===== config.mk =====
export PLATFORM = sky130hd
export DESIGN_NAME = ds_decimator
export DESIGN_NICKNAME = d
export VERILOG_FILES = /design/src/rtl/ds_pkg.sv /design/src/rtl/clk_en_div.sv /design/src/rtl/ds_decimator.sv
export SDC_FILE = /design/constraint.sdc
export NUM_CORES = 1
export LEC_CHECK = 0
export CORE_UTILIZATION = 30
export CTS_CLUSTER_DIAMETER = 200
export DETAILED_ROUTE_END_ITERATION = 8
export HOLD_SLACK_MARGIN = 0.06
export PLACE_DENSITY_LB_ADDON = 0.3
export SYNTH_ARGS = -nofsm -noshare
export SYNTH_HDL_FRONTEND = slang
export SYNTH_HIERARCHICAL = 1
export SYNTH_SLANG_ARGS = --single-unit

===== constraint.sdc =====
create_clock -name clk_i -period 8 [get_ports clk_i]
set_input_delay 1.2 -clock clk_i [delete_from_list [all_inputs] [get_ports clk_i]]
set_output_delay 1.2 -clock clk_i [all_outputs]
set_load 0.1 [all_outputs]

===== src/rtl/ds_pkg.sv =====
// Shared constants and types for the delta-sigma audio path (modulator and decimator).
package ds_pkg;

  localparam int CLK_DIV_DEF    = 5;
  localparam int DECIM_LOG2_DEF = 8;
  localparam int AUDIO_W        = 14;
  localparam int AUDIO_MAX      = 8191;
  localparam int AUDIO_MIN      = -8192;

  typedef logic signed [AUDIO_W-1:0] audio_t;

  // A third-order CIC with ratio 2^d has gain 2^(3d); one extra bit carries the sign.
  function automatic int cic_width(input int decim_log2);
    return 3 * decim_log2 + 1;
  endfunction

  function automatic int out_shift(input int cic_w);
    return cic_w - 1 - (AUDIO_W - 1);
  endfunction

  localparam int CIC_W_DEF     = cic_width(DECIM_LOG2_DEF);
  localparam int OUT_SHIFT_DEF = out_shift(CIC_W_DEF);

endpackage


===== src/rtl/clk_en_div.sv =====
// Clock-enable divider: en pulses for one clk_i cycle every CLK_DIV cycles.
module clk_en_div #(
  parameter int CLK_DIV = 5
) (
  input  logic clk_i,
  input  logic rst_ni,
  output logic en
);

  localparam int CNT_W = (CLK_DIV > 1) ? $clog2(CLK_DIV) : 1;

  logic [CNT_W-1:0] cnt_q;

  // en is registered, so the first pulse rises on the CLK_DIV-th edge after reset release.
  always_ff @(posedge clk_i or negedge rst_ni) begin
    if (!rst_ni) begin
      cnt_q <= '0;
      en    <= 1'b0;
    end else if (cnt_q == CNT_W'(CLK_DIV - 1)) begin
      cnt_q <= '0;
      en    <= 1'b1;
    end else begin
      cnt_q <= cnt_q + CNT_W'(1);
      en    <= 1'b0;
    end
  end

endmodule


===== src/rtl/ds_decimator.sv =====
// Third-order CIC decimator turning a 1-bit delta-sigma stream into 14-bit PCM.
module ds_decimator
  import ds_pkg::*;
#(
  parameter int CLK_DIV    = CLK_DIV_DEF,
  parameter int DECIM_LOG2 = DECIM_LOG2_DEF
) (
  input  logic        clk_i,
  input  logic        rst_ni,
  input  logic        bit_i,
  output logic [13:0] audio_o,
  output logic        audio_valid_o
);

  localparam int CW = cic_width(DECIM_LOG2);
  localparam int SH = out_shift(CW);
  localparam logic signed [CW-1:0] SAT_HI  = CW'(AUDIO_MAX);
  localparam logic signed [CW-1:0] SAT_LO  = CW'(AUDIO_MIN);
  localparam logic signed [CW-1:0] FS_WRAP = {1'b1, {(CW-1){1'b0}}};

  logic sync_q1, sync_q2;
  logic en;

  logic signed [CW-1:0] x;
  logic signed [CW-1:0] i1_q, i2_q, i3_q, i1_d, i2_d, i3_d;
  logic [DECIM_LOG2-1:0] dcnt_q;
  logic                  dec_strobe;
  logic [1:0]            warm_q;
  logic                  warm_done;

  logic signed [CW-1:0] c1_q, c2_q, c3_q, d1_q, d2_q, d3_q;
  logic                 ld1_q, ld2_q;
  logic                 emit1_q, emit2_q, emit3_q;
  logic                 pos1_q, pos2_q, pos3_q;
  logic signed [CW-1:0] shifted;
  audio_t               audio_next;

  always_ff @(posedge clk_i or negedge rst_ni) begin
    if (!rst_ni) begin
      sync_q1 <= 1'b0;
      sync_q2 <= 1'b0;
    end else begin
      sync_q1 <= bit_i;
      sync_q2 <= sync_q1;
    end
  end

  clk_en_div #(.CLK_DIV(CLK_DIV)) u_clk_en_div (
    .clk_i  (clk_i),
    .rst_ni (rst_ni),
    .en     (en)
  );

  always_comb begin
    x          = sync_q2 ? CW'(1) : '1;
    i1_d       = i1_q + x;
    i2_d       = i2_q + i1_d;
    i3_d       = i3_q + i2_d;
    dec_strobe = en && (dcnt_q == '1);
    warm_done  = (warm_q == 2'd3);
  end

  always_ff @(posedge clk_i or negedge rst_ni) begin
    if (!rst_ni) begin
      i1_q   <= '0;
      i2_q   <= '0;
      i3_q   <= '0;
      dcnt_q <= '0;
    end else if (en) begin
      i1_q   <= i1_d;
      i2_q   <= i2_d;
      i3_q   <= i3_d;
      dcnt_q <= dcnt_q + 1'b1;
    end
  end

  // Exactly +/-full scale is 2^(CW-1), which aliases to the same CW-bit pattern for both
  // signs. Only an all-equal window produces it, so the bit seen at the strobe resolves it.
  always_comb begin
    shifted = c3_q >>> SH;
    if ((c3_q == FS_WRAP) && pos3_q)  audio_next = audio_t'(AUDIO_MAX);
    else if (shifted > SAT_HI)        audio_next = audio_t'(AUDIO_MAX);
    else if (shifted < SAT_LO)        audio_next = audio_t'(AUDIO_MIN);
    else                              audio_next = shifted[AUDIO_W-1:0];
  end

  // audio_valid_o is a one-cycle strobe with no back-pressure; audio_o holds until the next one.
  always_ff @(posedge clk_i or negedge rst_ni) begin
    if (!rst_ni) begin
      c1_q          <= '0;
      c2_q          <= '0;
      c3_q          <= '0;
      d1_q          <= '0;
      d2_q          <= '0;
      d3_q          <= '0;
      ld1_q         <= 1'b0;
      ld2_q         <= 1'b0;
      emit1_q       <= 1'b0;
      emit2_q       <= 1'b0;
      emit3_q       <= 1'b0;
      pos1_q        <= 1'b0;
      pos2_q        <= 1'b0;
      pos3_q        <= 1'b0;
      warm_q        <= 2'd0;
      audio_o       <= '0;
      audio_valid_o <= 1'b0;
    end else begin
      ld1_q         <= dec_strobe;
      ld2_q         <= ld1_q;
      emit1_q       <= dec_strobe && warm_done;
      emit2_q       <= emit1_q;
      emit3_q       <= emit2_q;
      audio_valid_o <= emit3_q;
      if (dec_strobe) begin
        c1_q   <= i3_d - d1_q;
        d1_q   <= i3_d;
        pos1_q <= sync_q2;
        if (!warm_done) warm_q <= warm_q + 2'd1;
      end
      if (ld1_q) begin
        c2_q   <= c1_q - d2_q;
        d2_q   <= c1_q;
        pos2_q <= pos1_q;
      end
      if (ld2_q) begin
        c3_q   <= c2_q - d3_q;
        d3_q   <= c2_q;
        pos3_q <= pos2_q;
      end
      if (emit3_q) audio_o <= audio_next;
    end
  end

endmodule


### Yosys cells after proc, flatten, opt, wreduce, memory -nomap -nowiden

Cells that the tools add are included.

* bits in registers: 264
* latch bits: 0
* bits in writable memories: 0
* memory bits (read-only): 0
* bits of input ports: 3
* output and inout bits: 15
* logic and storage cells: 51
* memories kept: 0

* add/sub/neg operators: 9
* multipliers: 0
* div/mod/pow operators: 0
* $lt $le $gt $ge: 2
* equality and inequality tests: 4
* shifts and indexed selects: 0
* multiplexer cells: 6
* bitwise operators: 1
* reduce and logical (&&, ||, !) cells: 4

Operator list (number)
* $add A25 B25 Y25: 3
* $sub A25 B25 Y25: 3
* $mux W14: 3
* $eq A25 B25 Y1 const B: 1
* $mux W25: 1
* $gt A14 B14 Y1 const B: 1
* $lt A14 B14 Y1 const B: 1
* $add A8 B1 Y8 const B: 1
* $eq A8 B8 Y1 const B: 1
* $add A3 B1 Y3 const B: 1
* $eq A3 B3 Y1 const B: 1
* $logic_and A1 B1 Y1: 3
* $mux W3: 1
* $add A2 B1 Y2 const B: 1
* $eq A2 B2 Y1 const B: 1
* $reduce_and A2 Y1: 1
* $mux W1: 1
* $not A1 Y1: 1

### Longest topological paths before layout

Gate-level depths: netlist (run 1).

* depth in word-level cells: 5
* mapped depth: 36
* depth with buffers taken out: 36

### Modules after synthesis

Netlist (run 1), hierarchy kept.

Modules (own cells, without submodules)
* ds_decimator: instances 1, cells an instance 1658, area an instance 16266.9 µm², sequential area each 6506.2 µm²
* clk_en_div: instances 1, cells an instance 13, area an instance 170.2 µm², sequential area each 100.1 µm²

### Worst setup path after synthesis (run 1)

No wires, ideal clock.

* path type: register to register
* start point: reg sync_q2
* end point: reg c1_q[24]
* library setup time: 129 ps
* data arrival time: 6860 ps
* data required time: 7871 ps
* setup slack: 1012 ps
* cell stages (with the launch flop): 35
* buffers on the path: 0
* clock period less this slack: 6988 ps
* path through: dfrtp_1 -> inv_1 -> ha_1 -> a211oi_1 -> o21ai_1 -> and2_1 -> o21a_1 -> o21a_1 -> nor2_1 -> xnor2_1 -> ha_1 -> o21ai_0 -> a21oi_1 -> a211o_1 -> a21o_1 -> a21oi_1 -> xnor2_1 -> ha_1 -> a21o_1 -> a21oi_1 -> nand3_1 -> or3_1 -> a31o_2 -> a21oi_1 -> xnor2_1 -> ha_1 -> o21a_1 -> nand2_1 -> and2_1 -> o31a_1 -> o21bai_1 -> a21oi_1 -> xnor2_1 -> xnor2_1 -> o21ai_1

* word-level cells in the longest chain between the ends: 5

RTL lines
* from (decl): line ds_decimator.sv:21 `logic sync_q1, sync_q2;`
* from (signal assigned): line ds_decimator.sv:44 `sync_q2 <= sync_q1;`
* $mux W25: line ds_decimator.sv:55 `x = sync_q2 ? CW'(1) : '1;`
* $add A25 B25 Y25: line ds_decimator.sv:56 `i1_d = i1_q + x;`
* via i1_d[10]: line ds_decimator.sv:25 `logic signed [CW-1:0] i1_q, i2_q, i3_q, i1_d, i2_d, i3_d;`
* $add A25 B25 Y25: line ds_decimator.sv:57 `i2_d = i2_q + i1_d;`
* via i2_d[14]: line ds_decimator.sv:25
* $add A25 B25 Y25: line ds_decimator.sv:58 `i3_d = i3_q + i2_d;`
* via i3_d[19]: line ds_decimator.sv:25
* $sub A25 B25 Y25: line ds_decimator.sv:115 `c1_q <= i3_d - d1_q;`
* to (signal assigned): line ds_decimator.sv:115
* to (decl): line ds_decimator.sv:31 `logic signed [CW-1:0] c1_q, c2_q, c3_q, d1_q, d2_q, d3_q;`

The timed path passes the listed nets, and every way through them passes these cells.
A chain may end at the register's enable or synchronous reset.

### Worst setup path after layout (run 1)

* start point: reg sync_q2
* end point: reg c1_q[21]

Same word-level chain as after synthesis.

==> out/results.ini, run 1 <==
[timing]
worst_clock_skew_ns = 0.00960
min_period_ns = 7.37
setup_viol = 0
hold_viol_final = 0
fin_setup_tns_ns = 0
clock.fmax_mhz = 136
worstMarginPinSlew_ns = 0.974
rsz0062_at_grt = false
relSlewSlack_pct = 35.1
drv_slew = 0
timing.final.crit_share_pct = 92.1

[global_routing]
grt.overflow.total = 0
grt_pass1_wl_um = 55700
grt_use_total_pct = 11.6
antenna_found_initial = 0
grt_pass1_vias = 11600
grt_max_degree = 177

[worst_setup_path]
reg2reg_depth = 30
critPathMostFrequentCell = ha_1
cp-startpoint = sync_q2
arrival_ns = 7.80
slowest_stage = fa_1
cp-start-kind = flip-flop
r2r_end = c1_q[21]
cp_max_fo = 8
required_ns = 8.44
slowest_delay_ns = 0.52
end_kind = flip-flop
worstSetupPathType = reg2reg
reg2reg_from = sync_q2
critPathCapture = c1_q[21]
r2r_slack_ns = 0.63

[die]
fp.dieW_um = 236
core_um2 = 54000
die_area_um2 = 55700
fp.dieH_um = 236
initial_utilization_pct = 30.4
core.rowCount = 85
io_pins = 18

[placed_design]
dpl.hpwl_um = 22500
place_congestion = 0.839
placed_area_um2 = 17400
port_buffers = 17

[yosys]
yosysWarnings = 6
synthCells = 1671
postSynthAreaPerCell_um2 = 9.84
synthTopCellsByArea = dfrtp_1 40%, ha_1 11%, mux2_2 7.5%
synth-async-reset-ratio_pct = 100
syn-num-nets = 1831
synth_area_leader_cell = dfrtp_1
synth-edff-count = 0
synth_area_um2 = 16400
ys.flop_type = dfrtp_1
ys_ff_latch = 264
netlist.area_leader.share_pct = 40.2
synthTopCellsByCount = 264 x dfrtp_1, 151 x ha_1, 143 x nand2_1
seq_area_frac_synth_pct = 40.2
synth_most_common_cell = dfrtp_1
ys_types = 78

[clock_network]
clkSinkCount = 264
cts-root-buf = clkbuf_16
cts_tree = yes
clkTransAtPathRegs_ns = 0.06
htree_levels = 1
clkLatencyLatePin_ns = 0.59
cts_setup_buffers = 0
cts_made_buffers = 31
clockBufferDepth = 3

[cells_and_area]
antenna_cells = 0
final_core_util_pct = 34.2
fillCellCount = 5457
postLayoutCellArea_um2 = 18500
drive_gt1_share_pct = 11.9
nets = 1848
areaGrowthSynthToFinish_pct = 12.3

[status]
status = completed

[drt]
wirelength_um = 31700
dr_total_vias = 11600
wl_per_cell_um = 13.2
drt_iter0_markers = 504
drtPass1Iterations = 5
vias_per_cell = 4.81
drcViolationCount = 0
ant_nets = 0

[min_path]
worstHoldPathType = reg2reg

[run]
cap_viol_max_count = 0

[metal layers]
layer	vias up	global-route usage [%]	wire [µm]
met1	5425	15.6	15800
met4	0	3.25	925
li1	5966	-	-
met5	-	0	0
met2	132	19.4	14200
met3	64	1.58	769
[state kept, by name, indices dropped and copies added (netlist names), 8 cells and up]
signal and count:
dcnt_q 8, c3_q 25, c1_q 25, i3_q 25, audio_o 14, c2_q 25, i2_q 25, i1_q 25
d2_q 25, d1_q 25, d3_q 25
[final cells by class]
type | instances | area (µm²) | share of cell area [%]
multi-input cells | 1234 | 9200 | 49.8
clock buffers | 44 | 895 | 4.85
inverters | 132 | 495 | 2.68
flip-flops and latches | 264 | 6610 | 35.8
well taps | 696 | 871 | 4.72
repair buffers | 25 | 251 | 1.36
clock inverters | 13 | 133 | 0.718
[placed cells by master, fill, tap and decap left out, drive strengths merged, types with 6 or more instances in the layout]
master         synthesis  layout
dfrtp                264     264
ha                   151     151
nand2                143     143
o21ai                141     141
inv                  132     133
mux2                 111     111
a21oi                111     111
xnor2                102     102
nor2                  87      87
a21o                  46      46
clkbuf                35      44
xor2                  37      37
o21a                  29      29
nand3                 26      26
nand2b                21      21
nor2b                 21      21
nor3                  19      19
o21bai                16      16
clkdlybuf4s50          0      16
o22a                  14      14
a31oi                 13      13
nand4                 11      11
mux2i                 10      10
o31ai                 10      10
clkinv                 0       9
nor4                   9       9
buf                    6       9
a211oi                 8       8
o211ai                 6       6
and3                   6       6
a31o                   6       6
fa                     6       6
and2                   6       6
a21boi                 6       6
[how the worst min path moves through the flow]
stage	start	endpoint	depth (start not counted)
after CTS	emit2_q	emit3_q	0
after global placement	emit2_q	emit3_q	0
after global routing	emit2_q	emit3_q	0
final	emit2_q	emit3_q	0
after detailed placement	emit2_q	emit3_q	0
after floorplan	emit1_q	emit2_q	0
[repair_timing]
| action | in CTS | in global routing |
|---|---|---|
| setup endpoints to repair | 0 | 2 |
| resized for setup | 0 | 5 |
| hold buffers | 0 | 0 |
[kinds of logic (layout without fill, tap and decap cells)]
| logic type | Yosys count | after routing | synth area share [%] |
|---|---|---|---|
| xor gates and xnor gates | 140 | 140 | 7.54 |
| buffers and inverters | 173 | 214 | 3.95 |
| DFF | 264 | 264 | 40.2 |
| and+or+nand+nor | 367 | 367 | 10.3 |
| AOI/OAI and AO/OA | 449 | 449 | 17.5 |
| adders and majority gates | 157 | 157 | 12.2 |
| muxes | 121 | 121 | 8.24 |
[through the flow]
step / hold WS (ns) / cells / setup WS [ns]
CTS: 0.355 / 2408 / 0.488
floorplan: 0.331 / 1671 / 1.01
global placement: 0.344 / 2351 / 0.644
global route: 0.362 / 2408 / 0.0213
detailed placement: 0.344 / 2351 / 0.526
finish: 0.355 / 2408 / 0.634
[critical path, delay by kind of cell, from the launching register on]
| kind | cells | cell delay [ns] |
|---|---|---|
| AOI/OAI and AO/OA | 13 | 3.28 |
| adders and majority gates | 4 | 1.57 |
| and+or+nand+nor | 6 | 0.68 |
| xor gates and xnor gates | 3 | 0.64 |
| buffers and inverters | 3 | 0.46 |
| DFF | 1 | 0.36 |
| muxes | 1 | 0.23 |
Power of run 1 is left out: the tool's default activity adds up to more than one toggle a clock period on the data nets, which glitch-free logic cannot reach.
==> run 2, diff against run 1 <==
--- a/config.mk
+++ b/config.mk
@@ -5,7 +5,7 @@
 export SDC_FILE = /design/constraint.sdc
 export NUM_CORES = 1
 export LEC_CHECK = 0
-export CORE_UTILIZATION = 30
+export CORE_UTILIZATION = 35
 export CTS_CLUSTER_DIAMETER = 200
 export DETAILED_ROUTE_END_ITERATION = 8
 export HOLD_SLACK_MARGIN = 0.06
==> out/results.ini, run 2 (synthesis results as in run 1) <==
[status]
status = completed  ; unchanged

[timing]
worst_clock_skew_ns = 0.00900  ; was 0.00960 ns
clock.fmax_mhz = 136  ; about the same
fin_setup_tns_ns = 0  ; unchanged
relSlewSlack_pct = 35.7  ; was 35.1%
hold_viol_final = 0  ; unchanged
drv_slew = 0  ; unchanged
min_period_ns = 7.35  ; was 7.37 ns
timing.final.crit_share_pct = 91.8  ; was 92.1%
rsz0062_at_grt = false  ; unchanged
setup_viol = 0  ; unchanged
worstMarginPinSlew_ns = 0.961  ; was 0.974 ns

[drt]
drcViolationCount = 0  ; unchanged
drtPass1Iterations = 4  ; was 5
dr_total_vias = 11500  ; was 11600
wirelength_um = 30700  ; was 31700 µm
wl_per_cell_um = 13.2  ; about the same
ant_nets = 0  ; unchanged
vias_per_cell = 4.97  ; was 4.81
drt_iter0_markers = 572  ; was 504

[global_routing]
grt_pass1_vias = 11500  ; was 11600
grt.overflow.total = 0  ; unchanged
antenna_found_initial = 0  ; unchanged
grt_pass1_wl_um = 54200  ; was 55700 µm
grt_max_degree = 156  ; was 177
grt_use_total_pct = 13.3  ; was 11.6%

[cells_and_area]
final_cell_mix = 261 x dfrtp_1, 151 x ha_1, 143 x nand2_1  ; unchanged
nets = 1847  ; was 1848
antenna_cells = 0  ; unchanged
layout_commonest_cell = dfrtp_1  ; unchanged
fillCellCount = 4587  ; was 5457
drive_gt1_share_pct = 11.5  ; was 11.9%
areaGrowthSynthToFinish_pct = 11.4  ; was 12.3%

[clock_network]
clkSinkCount = 264  ; unchanged
clkLatencyLatePin_ns = 0.57  ; was 0.59 ns
clockBufferDepth = 3  ; unchanged
htree_levels = 1  ; unchanged
cts_tree = yes  ; unchanged
cts-root-buf = clkbuf_16  ; unchanged
cts_setup_buffers = 0  ; unchanged
cts_made_buffers = 30  ; was 31
clkTransAtPathRegs_ns = 0.06  ; about the same

[placed_design]
dpl.hpwl_um = 22000  ; was 22500 µm
port_buffers = 17  ; unchanged
place_congestion = 0.894  ; was 0.839

[worst_setup_path]
slowest_stage = a2111oi_4  ; was fa_1
end_kind = flip-flop  ; unchanged
slowest_delay_ns = 0.48  ; was 0.52 ns
arrival_ns = 7.78  ; was 7.80 ns
worstSetupPathType = reg2reg  ; unchanged
cp-start-kind = flip-flop  ; unchanged
cp_max_fo = 8  ; unchanged
required_ns = 8.43  ; was 8.44 ns

[die]
fp.dieH_um = 219  ; was 236 µm
io_pins = 18  ; unchanged
core.rowCount = 79  ; was 85
core_um2 = 46500  ; was 54000 µm²
initial_utilization_pct = 35.4  ; was 30.4%
fp.dieW_um = 219  ; was 236 µm
die_area_um2 = 47800  ; was 55700 µm²

[run]
cap_viol_max_count = 0  ; unchanged

[min_path]
worstHoldPathType = reg2reg  ; unchanged

## run 2: through the flow
stage | hold WS (ns) | setup WS [ns] | area [µm²] | std cells | util, %
after floorplan | 0.331 | 1.01 | 16400 | 1671 | -
after global routing | 0.367 | 0.000387 | 18300 | 2317 | 39.4
after CTS | 0.364 | 0.545 | 18300 | 2317 | 39.4
final | 0.361 | 0.654 | 18300 | 2317 | 39.4
after global placement | 0.341 | 0.672 | 17300 | 2262 | 37.2
after detailed placement | 0.352 | 0.585 | 17300 | 2262 | 37.2
## run 2: cell type report
type                       instances  area [µm²]  share of cell area, %
multi-input combinational       1234        9190                   50.2
sequential                       264        6610                   36.1
clock buffer                      47         895                   4.89
tap                              607         759                   4.15
inverter                         132         495                   2.71
timing repair buffer              25         248                   1.35
clock inverter                     8         101                  0.554
## run 2: final timing paths
kind,from,to,slack (ns),depth (start not counted)
worst min-delay path,emit1_q,emit2_q,0.36,0
worst max-delay path,sync_q2,c1_q[24],0.65,33
min in group asynchronous,rst_ni,d3_q[3],0.69,1
max in group asynchronous,rst_ni,i2_q[22],5.94,2
worst min register to register,emit1_q,emit2_q,0.36,0
worst max register to register,sync_q2,c1_q[24],0.65,33
## run 2: critical path, delay by kind of cell (launching register included)
family / cells / cell delay, ns
buf+inv: 1 / 0.22
xor+xnor: 5 / 1.08
compound gates: 18 / 3.34
fa+ha+maj: 4 / 1.39
simple gates: 5 / 0.80
flops: 1 / 0.39
## run 2: timing repair
| item | 4_1_cts | 5_1_grt |
|---|---|---|
| resized for setup | 0 | 2 |
| hold buffers | 0 | 0 |
| endpoints found under the setup margin | 0 | 1 |
## run 2: routing by layer
| metal | vias up | part of all wire (%) | GRT usage [%] |
|---|---|---|---|
| li1 | 5944 | - | - |
| met1 | 5402 | 49 | 17.3 |
| met2 | 128 | 46 | 22.8 |
| met3 | 52 | 2.7 | 2.06 |
| met4 | 0 | 2.6 | 3.56 |
| met5 | - | 0 | 0 |
Power of run 2 is left out for the same reason.
